===== src/rtl/serial_subtractor_8bit.sv =====
// Bit-serial subtractor: d = x - y - bin, one bit per clock (LSB first) through a
// single full-subtractor cell and a borrow flip-flop, with a start/busy/done handshake.
module serial_subtractor_8bit #(
   parameter int WIDTH = 8
) (
   input  logic             clk,
   input  logic             rst,
   input  logic             start,
   input  logic [WIDTH-1:0] x,
   input  logic [WIDTH-1:0] y,
   input  logic             bin,
   output logic             busy,
   output logic             done,
   output logic [WIDTH-1:0] d,
   output logic             bout,
   output logic             ovf,
   output logic             zero
);

   localparam int CW = (WIDTH > 1) ? $clog2(WIDTH) : 1;
   localparam logic [CW-1:0] LAST = CW'(WIDTH - 1);

   typedef enum logic [1:0] {
      S_IDLE,
      S_RUN,
      S_DONE
   } state_t;

   state_t           state_q, state_d;
   logic [WIDTH-1:0] xs_q, xs_d;
   logic [WIDTH-1:0] ys_q, ys_d;
   logic [WIDTH-1:0] res_q, res_d;
   logic             b_q, b_d;
   logic [CW-1:0]    cnt_q, cnt_d;
   logic [WIDTH-1:0] d_q, d_d;
   logic             bout_q, bout_d;
   logic             ovf_q, ovf_d;
   logic             zero_q, zero_d;

   logic             diff_bit;
   logic             borrow_bit;
   logic [WIDTH-1:0] res_shift;

   // Full-subtractor cell working on the current LSBs and the stored borrow.
   assign diff_bit   = xs_q[0] ^ ys_q[0] ^ b_q;
   assign borrow_bit = (~xs_q[0] & ys_q[0]) | (~(xs_q[0] ^ ys_q[0]) & b_q);
   assign res_shift  = {diff_bit, res_q[WIDTH-1:1]};

   always_comb begin
      // NOTE: every signal gets its default first so no path through the case infers a latch.
      state_d = state_q;
      xs_d    = xs_q;
      ys_d    = ys_q;
      res_d   = res_q;
      b_d     = b_q;
      cnt_d   = cnt_q;
      d_d     = d_q;
      bout_d  = bout_q;
      ovf_d   = ovf_q;
      zero_d  = zero_q;

      case (state_q)
         S_IDLE: begin
            if (start) begin
               xs_d    = x;
               ys_d    = y;
               b_d     = bin;
               cnt_d   = '0;
               state_d = S_RUN;
            end
         end
         S_RUN: begin
            res_d = res_shift;
            xs_d  = xs_q >> 1;
            ys_d  = ys_q >> 1;
            b_d   = borrow_bit;
            cnt_d = cnt_q + CW'(1);
            if (cnt_q == LAST) begin
               // On the MSB step b_q is the borrow into the MSB, so overflow is borrow-in ^ borrow-out.
               state_d = S_DONE;
               cnt_d   = '0;
               d_d     = res_shift;
               bout_d  = borrow_bit;
               ovf_d   = b_q ^ borrow_bit;
               zero_d  = (res_shift == '0);
            end
         end
         S_DONE: state_d = S_IDLE;
         default: state_d = S_IDLE;
      endcase
   end

   always_ff @(posedge clk) begin
      // NOTE: sequential state uses non-blocking assignments so every register samples pre-edge values.
      if (rst) begin
         state_q <= S_IDLE;
         xs_q    <= '0;
         ys_q    <= '0;
         res_q   <= '0;
         b_q     <= 1'b0;
         cnt_q   <= '0;
         d_q     <= '0;
         bout_q  <= 1'b0;
         ovf_q   <= 1'b0;
         zero_q  <= 1'b0;
      end else begin
         state_q <= state_d;
         xs_q    <= xs_d;
         ys_q    <= ys_d;
         res_q   <= res_d;
         b_q     <= b_d;
         cnt_q   <= cnt_d;
         d_q     <= d_d;
         bout_q  <= bout_d;
         ovf_q   <= ovf_d;
         zero_q  <= zero_d;
      end
   end

   assign busy = (state_q == S_RUN);
   assign done = (state_q == S_DONE);
   assign d    = d_q;
   assign bout = bout_q;
   assign ovf  = ovf_q;
   assign zero = zero_q;

endmodule


===== config.mk =====
export PLATFORM = sky130hd
export DESIGN_NAME = serial_subtractor_8bit
export DESIGN_NICKNAME = d
export VERILOG_FILES = /design/src/rtl/serial_subtractor_8bit.sv
export SDC_FILE = /design/constraint.sdc
export NUM_CORES = 1
export LEC_CHECK = 0
export ABC_AREA = 1
export CORE_MARGIN = 3
export CORE_UTILIZATION = 30
export CTS_BUF_LIST = sky130_fd_sc_hd__clkbuf_4
export DETAILED_ROUTE_END_ITERATION = 12
export PLACE_DENSITY = 0.49
export SLEW_MARGIN = 10
export SYNTH_ARGS = -nofsm -noshare
export SYNTH_HDL_FRONTEND = slang
export SYNTH_SLANG_ARGS = --single-unit

===== constraint.sdc =====
create_clock -name clk -period 1.4 [get_ports clk]
set_input_delay 0.42 -clock clk [delete_from_list [all_inputs] [get_ports clk]]
set_output_delay 0.42 -clock clk [all_outputs]
set_load 0.005 [all_outputs]

======== After elaboration in Yosys (flattened, before gate mapping) ========
Cells that the tools add are included.
word-level totals
  bits in registers ....................... 41
  bits of input ports ..................... 20
  output and inout port bits .............. 13
  word-level logic and storage cells ...... 42
operators by class
  add/subtract/negate cells ............... 1
  equality and inequality tests ........... 5
  muxes and demuxes ....................... 12
  bitwise gates (word level) .............. 8
  reductions and logical operators ........ 6
operators by type and width
  operator               number
  $pmux W8 S2            2
  $mux W8                2
  $logic_not A8 Y1       1
  $mux W3                2
  $pmux W3 S2            1
  $reduce_and A2 Y1      3
  $mux W2                2
  $pmux W2 S2            1
  $add A3 B1 Y3 const B  1
  $eq A3 B3 Y1 const B   1
  $xor A1 B1 Y1          3
  $and A1 B1 Y1          2
  $eq A2 B1 Y1 const B   1
  $eq A2 B2 Y1 const B   1
  $logic_not A2 Y1       1
  $ne A2 B1 Y1 const B   1
  $ne A2 B2 Y1 const B   1
  $not A1 Y1             2
  $pmux W1 S2            1
  $reduce_bool A2 Y1     1
  $mux W1                1
  $or A1 B1 Y1           1

======== Longest topological paths before layout ========
Gate-level depths: netlist of run 1.
  depth in word-level cells ............... 5
  mapped depth ............................ 7
  depth with buffers taken out ............ 7

======== Worst setup path before layout of run 1 ========
No wires, ideal clock.
  path type ............................... reg-to-reg
  start ................................... reg ys_q[0]
  end ..................................... reg zero_q, in the netlist zero
  setup time .............................. 117 ps
  arrival time ............................ 1108 ps
  required time ........................... 1283 ps
  slack ................................... 175 ps
  cell stages (with the launch flop) ...... 8
  buffers on the path ..................... 0
  clock period less this slack ............ 1225 ps
  path through ............................ dfxtp_1 > inv_1 > fa_1 > nor2_1 > nand2_1 > nor2_1 > nor2_1 > nor2_1
between the ends
  word-level cells in the longest chain between the ends .. 3
RTL lines
  element                     RTL line  source
  from (decl)                 31        logic [WIDTH-1:0] ys_q, ys_d;
  from (signal assigned)      109       ys_q <= ys_d;
  $xor A1 B1 Y1 (2 in a row)  45        assign diff_bit = xs_q[0] ^ ys_q[0] ^ b_q;
  net diff_bit                40        logic diff_bit;
  $logic_not A8 Y1            85        zero_d = (res_shift == '0);
  to (signal assigned)        116       zero_q <= zero_d;
  to (decl)                   38        logic zero_q, zero_d;
The timed path passes the listed nets, and every way through them passes these cells.
A chain may end at the register's enable or synchronous reset.

======== Worst setup path after layout of run 1 ========
  start ................................... reg state_q[1]
  end ..................................... out done
between the ends
  word-level cells in the longest chain between the ends .. 1
RTL lines
  element                 RTL line  source
  from (decl)             29        state_t state_q, state_d;
  from (signal assigned)  107       state_q <= state_d;
  $eq A2 B2 Y1            121       assign done = (state_q == S_DONE);
  to (decl)               13        output logic done,
Every way passes these cells.

==> run metrics, run 1 <==
status=finished, violations left; violations in the final reports=setup timing; post-synthesis cell count=255; setup_tns=-19.04 ps; Worst Path Arrival=1000 ps; count of state elements after synthesis=40; final WL=4069 µm; net count after synthesis=278; area enclosed by the die boundary=6896 µm²; summed instance area of the synthesized netlist=1780 µm²; P per Cell Area=1069 nW/µm²; hold bufs inserted after CTS=0; Clk Latency, worst-skew pair=340 ps; Leakage Power=1.101 nW; critical path class=flop to output port; global-route wire length before repair=6755 µm; TritonCTS buffer count=5; Worst Clk Skew=19.73 ps; number of cell rows=27; antenna-violating nets left=0; detailed-route DRC error count=0; number of design-rule violations left by the first detailed-router iteration=63; most frequently used cell type in the post-synthesis netlist=sky130_fd_sc_hd__nor2_1; Cell variety after synth=21; setup-violating endpoint count in the final report=1; minimum period implied by the final worst setup slack=1419 ps; proportion of synthesized chip area in sequential cells=0.4498; critical path capture point type=output port; FMAX=0.7047 GHz; FFs w/ async S/R, synth=0; mean number of vias per cell=4.486; pin count of the biggest net entering global routing=23; Max transition margin=0.8540; Core Box Area=5642 µm²; Synth Flop Type=sky130_fd_sc_hd__dfxtp_1; Hold Path Class=flop to flop; effective utilization at floorplan=0.3156; Root Driver=sky130_fd_sc_hd__clkbuf_4; critical path data required time=980 ps; Area contributors post-synth=sky130_fd_sc_hd__dfxtp_1 (45%), sky130_fd_sc_hd__nor2_1 (11%), sky130_fd_sc_hd__nand3_1 (9.8%), sky130_fd_sc_hd__inv_1 (6.7%), sky130_fd_sc_hd__nand2_1 (6.7%); number of buffers between clock root and the deepest sink=2; worst slack after detailed placement=-160.1 ps; number of diodes=0; GP Congestion=0.8176; wire length per cell after detailed routing=11.12 µm; worst supply voltage drop on vdd=0.5393 mV; Fin. Hold Viols=0; Final Power=2.581 mW; CTS H-Tree Depth=2; crit path launch type=flop; HPWL Detailed=2864 µm; DRT Pass-1 Iters=4; end-of-flow core utilization=0.4278; portion of synthesized cell area occupied by the leading cell type=0.4498; total congestion overflow=0; clock tree from TritonCTS=built; buffers added on ports=32; layout cells sized above 1=0.1667; number of enable flip-flop cells after synthesis=0; post-route cell area=2414 µm²; transition time of the tightest slew-check pin=218.2 ps; total of max-cap violations=0; number of antenna violations at the first check in global routing=0; number of global-route vias before repair=1,499; count of warnings emitted by yosys=0; Slew Limit Fails=0; total via count after detailed routing=1,642; combined global-route utilization of all metal layers=0.1198; Worst Setup Slack, final=-19.04 ps; vertical die dimension=83.04 µm; ranking of synthesized cells by instance count=sky130_fd_sc_hd__nor2_1 (51), sky130_fd_sc_hd__dfxtp_1 (40), sky130_fd_sc_hd__nand3_1 (35); cell taking the most area after synthesis=sky130_fd_sc_hd__dfxtp_1; cell area after placement=2245 µm²; setup repair after global routing missed its margin=yes; CP Max Fanout=3; register clock-pin slew on the reported worst setup and hold paths=130 ps; clock sink count=40; share of the clock period used by the worst path=1.014; top-level port count=33; Area Growth Syn to Fin=35.56%; NumNets Final=317; Die Width=83.04 µm; Mapped Avg Cell Area=6.982 µm²
flip-flops by register name, summed over array words and instances (netlist names):
name	cells
ys_q	8
bout	1
state_q	2
zero	1
d	8
res_q	7
xs_q	8
cnt_q	3
ovf	1
b_q	1
report_power, final:
group          internal (mW)  total, mW  switching (mW)
sequential              1.20       1.24          0.0415
clock                  0.547      0.925           0.378
combinational          0.201      0.412           0.211
cells in the final DEF (no fill, tap or decap), drive strengths merged:
master         netlist  routed
nand3               35      35
a21boi               1       1
buf                 11      17
a21oi               16      16
o21ai               22      22
nand2               34      34
clkbuf               4       5
dfxtp               40      40
clkdlybuf4s50        0      19
bufinv               0       2
a211oi               2       2
clkdlybuf4s15        0       5
nor2                53      53
fa                   1       1
dlygate4sd2          0       6
ha                   2       2
inv                 33      33
o21a                 1       1
worst max-delay path, cell delays in order (launching register included):
cell                      delay (ps)
sky130_fd_sc_hd__dfxtp_4         410
sky130_fd_sc_hd__inv_4            50
sky130_fd_sc_hd__nor2_4           90
sky130_fd_sc_hd__buf_2           120
kinds of logic after synthesis:
| family | Yosys count | synth area share |
|---|---|---|
| fa+ha+maj | 3 | 0.02530 |
| compound gates | 42 | 0.1237 |
| buf+inv | 48 | 0.1110 |
| simple gates | 122 | 0.2902 |
| flops | 40 | 0.4498 |
path summary, 6_finish.rpt:
kind | start | to | slack, ps | cells past startpoint
min reg2reg | bout | bout | 480 | 2
max reg2reg | cnt_q[0] | d[7] | 50 | 7
min | bout | bout | 480 | 2
max | state_q[1] | done | -20 | 3
per-stage QoR:
step           instances  hold slack (ps)
2_1_floorplan        255            459.2
3_3_place_gp         356            470.2
3_5_place_dp         356            470.9
4_1_cts              363            489.7
5_1_grt              366            504.6
6_report             366            483.4
timing repair:
action,in CTS,in global routing
cloned,0,0
buffers inserted,0,3
setup endpoints to repair,19,39
pin swaps,1,7
resized for setup,39,13
final cells by class:
type                    instances  area [µm²]
fillers                       599        3228
flip-flops and latches         40       823.3
multi-input cells             167       807.0
repair buffers                 47       469.2
inverters                      33       126.4
well taps                      72       90.09
clock inverters                 2       60.06
clock buffers                   5       37.54
metal layers:
layer	track usage	wire, µm	vias up
met4	0.05349	80	0
met5	0	0	-
met1	0.1605	2041	716
met2	0.1793	1771	34
met3	0.03274	175	9
li1	-	-	883
(Power assumes the default switching activity.)
==> run 2: changes to the inputs <==
- CORE_MARGIN: 3 -> 2
- clock period: 1.4 -> 1.7 ns (I/O delays scaled with it)
==> run 2 against run 1 <==
Net effect: sequential power is 18% lower; final area shrank 3.3%; critical endpoint unchanged; clock power shrank 30%; sequential share of layout area grew 0.90 points; setup slack better by 120 ps; largest power group unchanged; count of clock-buffer cells in the layout grew 1; wire length increased by 1.1%; largest cell class unchanged; utilization down 2.7 points; first-iteration DRC count is 48% lower; the flow now finishes without violations; total power fell by 23%; non-clock buffer count down 2.
==> run metrics, run 2 (synthesis results as in run 1) <==
switching power summed over all nets=0.5268 mW; critical path class=flop to output port; Hold Path Class=flop to flop; crit path launch type=flop; register clock-pin slew on the reported worst setup and hold paths=130 ps; number of buffers between clock root and the deepest sink=2; antenna-violating nets left=0; top-level port count=33; highest-count cells in the layout ignoring fill and taps=sky130_fd_sc_hd__nor2_1 (50), sky130_fd_sc_hd__nand3_1 (35), sky130_fd_sc_hd__inv_1 (32), sky130_fd_sc_hd__nand2_1 (32), sky130_fd_sc_hd__dfxtp_1 (27); critical path capture point type=output port; NumNets Final=315; cell area after placement=2236 µm²; buffers added on ports=32; Worst Clk Skew=11.35 ps; clock sink count=40; Root Driver=sky130_fd_sc_hd__clkbuf_4; setup-violating endpoint count in the final report=0; FMAX=0.6272 GHz; worst supply voltage drop on vdd=0.4121 mV; share of the clock period used by the worst path=0.9379; internal power=1.469 mW; wire length per cell after detailed routing=11.18 µm; Switching Fraction=0.2640; vertical die dimension=81.04 µm; worst slack after detailed placement=5.762 ps; HPWL Detailed=2885 µm; setup_tns=0 ps; final WL=4114 µm; total congestion overflow=0; sequential fraction of design power=0.513; Worst Setup Slack, final=105.5 ps; global-route wire length before repair=7079 µm; post-route cell area=2333 µm²; transition time of the tightest slew-check pin=361.6 ps; Worst Path Arrival=1080 ps; combined global-route utilization of all metal layers=0.1415; status=finished, final reports clean; number of cell rows=28; number of antenna violations at the first check in global routing=0; pin count of the biggest net entering global routing=21; TritonCTS buffer count=5; non-filler instance count after layout=368; critical path data required time=1190 ps; Clk Latency, worst-skew pair=360 ps; Slew Limit Fails=0; clock tree from TritonCTS=built; P per Cell Area=855.2 nW/µm²; CTS H-Tree Depth=2; CP Max Fanout=3; number of diodes=0; area enclosed by the die boundary=6567 µm²; number of global-route vias before repair=1,529; minimum period implied by the final worst setup slack=1594 ps; DRT Pass-1 Iters=4; layout cells sized above 1=0.1399; GP Congestion=0.7141; total via count after detailed routing=1,672; Leakage Power=1.131 nW; Gate power share=0.162; Max transition margin=0.7583; effective utilization at floorplan=0.3062; hold bufs inserted after CTS=0; Die Width=81.04 µm; Fin. Hold Viols=0; Core Box Area=5816 µm²; number of design-rule violations left by the first detailed-router iteration=33; mean number of vias per cell=4.543; most common library cell in the layout ignoring fill and taps=sky130_fd_sc_hd__nor2_1; part of the power in the clock network=0.325; total of max-cap violations=0; setup repair after global routing missed its margin=no; detailed-route DRC error count=0; Area Growth Syn to Fin=31.06%; number of placed instances, taps included=359
[run 2: power by group through the flow]
stage               sequential (mW)  combinational [mW]  clock (mW)
floorplan                      1.04               0.208           0
global placement               1.05               0.324           0
detailed placement             1.05               0.327           0
CTS                            1.02               0.330       0.672
global route                   1.03               0.375       0.717
finish                         1.02               0.323       0.650
[run 2: worst max-delay path: stages (launching register included)]
cell,delay [ps]
sky130_fd_sc_hd__dfxtp_2,340
sky130_fd_sc_hd__buf_4,130
sky130_fd_sc_hd__nor2_2,120
sky130_fd_sc_hd__buf_2,130
[run 2: worst paths after layout]
path	startpoint	to	slack (ps)	depth (start not counted)
max	state_q[0]	done	110	3
min	bout	bout	480	2
max reg2reg	state_q[0]	xs_q[5]	210	7
min reg2reg	bout	bout	480	2
[run 2: layout make-up]
cell class,instances,area (µm²)
clock buffers,6,45.04
clock inverters,2,35.03
fillers,667,3482
inverters,33,123.9
multi-input cells,167,784.5
flip-flops and latches,40,817.0
well taps,75,93.84
repair buffers,45,434.2
[run 2: per-stage QoR]
step | hold WS, ps | power [mW] | util
floorplan | 459.2 | 1.246 | -
global placement | 473.9 | 1.370 | 0.3845
detailed placement | 475.5 | 1.372 | 0.3845
CTS | 492.2 | 2.026 | 0.4000
global route | 508.6 | 2.123 | 0.4012
finish | 484.5 | 1.996 | 0.4012
[run 2: layer usage]
layer  track usage  wire (µm)
met4       0.04068         44
met1        0.1798       1947
met2        0.2289       1948
met3       0.04667        172
met5             0          0
[run 2: what timing repair did]
action,CTS,global route
resized for setup,27,3
buffers inserted,1,0
setup endpoints to repair,13,3
==> run 3: changes to the inputs <==
- CELL_PAD_IN_SITES_DETAIL_PLACEMENT: default -> 0
- CELL_PAD_IN_SITES_GLOBAL_PLACEMENT: default -> 1
- PLACE_DENSITY: 0.49 -> 0.65
==> run 3 against run 2 <==
Net effect: sequential share of layout area is 0.36 points higher; sequential power hardly changed; wire length is 4.1% higher; final area is 1.0% lower; count of clock-buffer cells in the layout is 1 lower; setup slack worse by 11 ps; combinational power is 2% higher; largest power group unchanged; die area stayed put; non-clock buffer count is 1 higher.
==> run metrics, run 3 (synthesis results as in run 1) <==
status=finished, final reports clean; Core Box Area=5816 µm²; final WL=4283 µm; most common library cell in the layout ignoring fill and taps=sky130_fd_sc_hd__nor2_1; Die Width=81.04 µm; number of cell rows=28; clock sink count=40; crit path launch type=flop; Slew Limit Fails=0; global-route wire length before repair=7320 µm; origin of the worst setup path=state_q[0]; TritonCTS buffer count=5; start point of the worst hold path=bout; NumNets Final=316; detailed-route DRC error count=0; Hold Path Class=flop to flop; DRT Pass-1 Iters=4; total congestion overflow=0; Worst Setup Slack, final=94.29 ps; Worst Hold Depth=2; Worst Clk Skew=10.26 ps; critical path capture point type=output port; Clk Latency, worst-skew pair=360 ps; reg-to-reg slack, setup=100 ps; worst-case reg-to-reg path depth=7; setup-violating endpoint count in the final report=0; Area Growth Syn to Fin=29.73%; Worst Path Arrival=1100 ps; setup repair after global routing missed its margin=no; effective utilization at floorplan=0.3062; area enclosed by the die boundary=6567 µm²; combined global-route utilization of all metal layers=0.1456; number of diodes=0; FMAX=0.6228 GHz; worst slack after detailed placement=3.804 ps; critical path data required time=1190 ps; wire length per cell after detailed routing=11.61 µm; share of the clock period used by the worst path=0.9445; minimum period implied by the final worst setup slack=1606 ps; top-level port count=33; vertical die dimension=81.04 µm; number of antenna violations at the first check in global routing=0; worst hold slack=489.5 ps; CP Max Fanout=2; critical path class=flop to output port; CTS H-Tree Depth=2; number of global-route vias before repair=1,536; worst supply voltage drop on vdd=0.3140 mV; Root Driver=sky130_fd_sc_hd__clkbuf_4; HPWL Detailed=2930 µm; pin count of the biggest net entering global routing=21; setup_tns=0 ps; P per Cell Area=794.3 nW/µm²; register clock-pin slew on the reported worst setup and hold paths=130 ps; total via count after detailed routing=1,651; total of max-cap violations=0; number of buffers between clock root and the deepest sink=2; Max transition margin=0.7598; Leakage Power=1.097 nW; GP Congestion=0.7321; transition time of the tightest slew-check pin=359.5 ps; mean number of vias per cell=4.474; antenna-violating nets left=0; source of the worst register-to-register timing path=state_q[0]; clock tree from TritonCTS=built; Fin. Hold Viols=0; Final Power=1.835 mW; number of design-rule violations left by the first detailed-router iteration=58; highest-count cells in the layout ignoring fill and taps=sky130_fd_sc_hd__nor2_1 (50), sky130_fd_sc_hd__nand3_1 (35), sky130_fd_sc_hd__inv_1 (32), sky130_fd_sc_hd__nand2_1 (32), sky130_fd_sc_hd__dfxtp_1 (27); buffers added on ports=32; layout cells sized above 1=0.1395
==> run 3: changes by cell type in the layout (fill, tap and decap cells not counted) <==
cell	previous run	this run
sky130_fd_sc_hd__nor2_4	1	2
sky130_fd_sc_hd__clkinv_1	0	1
sky130_fd_sc_hd__clkinv_2	1	2
sky130_fd_sc_hd__buf_4	11	12
sky130_fd_sc_hd__nor2_2	2	1
sky130_fd_sc_hd__clkbuf_4	6	5
sky130_fd_sc_hd__dlygate4sd2_1	9	11
sky130_fd_sc_hd__bufinv_16	1	0
sky130_fd_sc_hd__dlymetal6s2s_1	3	1
==> run 3: cell type report <==
cell class                 count  area [µm²]
clock buffer                   5       37.54
clock inverter                 3       13.76
fill                         667        3506
inverter                      33       123.9
multi-input combinational    167       789.5
sequential                    40       817.0
tap                           75       93.84
timing repair buffer          46       434.2
==> run 3: repair_timing <==
action	4_1_cts	5_1_grt
hold buffers	0	0
setup endpoints to repair	13	1
resized for setup	30	1
buffers inserted	2	0
gates cloned	0	0
pin swaps	0	0
==> run 3: path summary, 6_finish.rpt <==
kind             end
max             busy
min reg2reg     bout
max reg2reg  xs_q[5]
min             bout
==> run 3: power breakdown <==
part           total, mW  switching (mW)  internal [mW]
combinational      0.329           0.175          0.154
clock              0.481           0.329          0.152
sequential          1.02          0.0325          0.992
total               1.83           0.537           1.30
==> run 3: stage by stage <==
step,std cells,instance area (µm²),utilization
floorplan,255,1780,-
global placement,359,2236,0.3845
detailed placement,359,2236,0.3845
CTS,369,2307,0.3967
global route,369,2310,0.3972
finish,369,2310,0.3972
==> run 3: metal layers <==
layer | wire, µm | global-route usage
met5 | 0 | 0
met4 | 51 | 0.05085
met3 | 194 | 0.03444
met2 | 1926 | 0.2397
met1 | 2111 | 0.1861
==> run 3: critical path, stage by stage (launching register included) <==
cell	delay [ps]
sky130_fd_sc_hd__dfxtp_2	360
sky130_fd_sc_hd__inv_1	50
sky130_fd_sc_hd__nor2_2	90
sky130_fd_sc_hd__dlygate4sd2_1	240
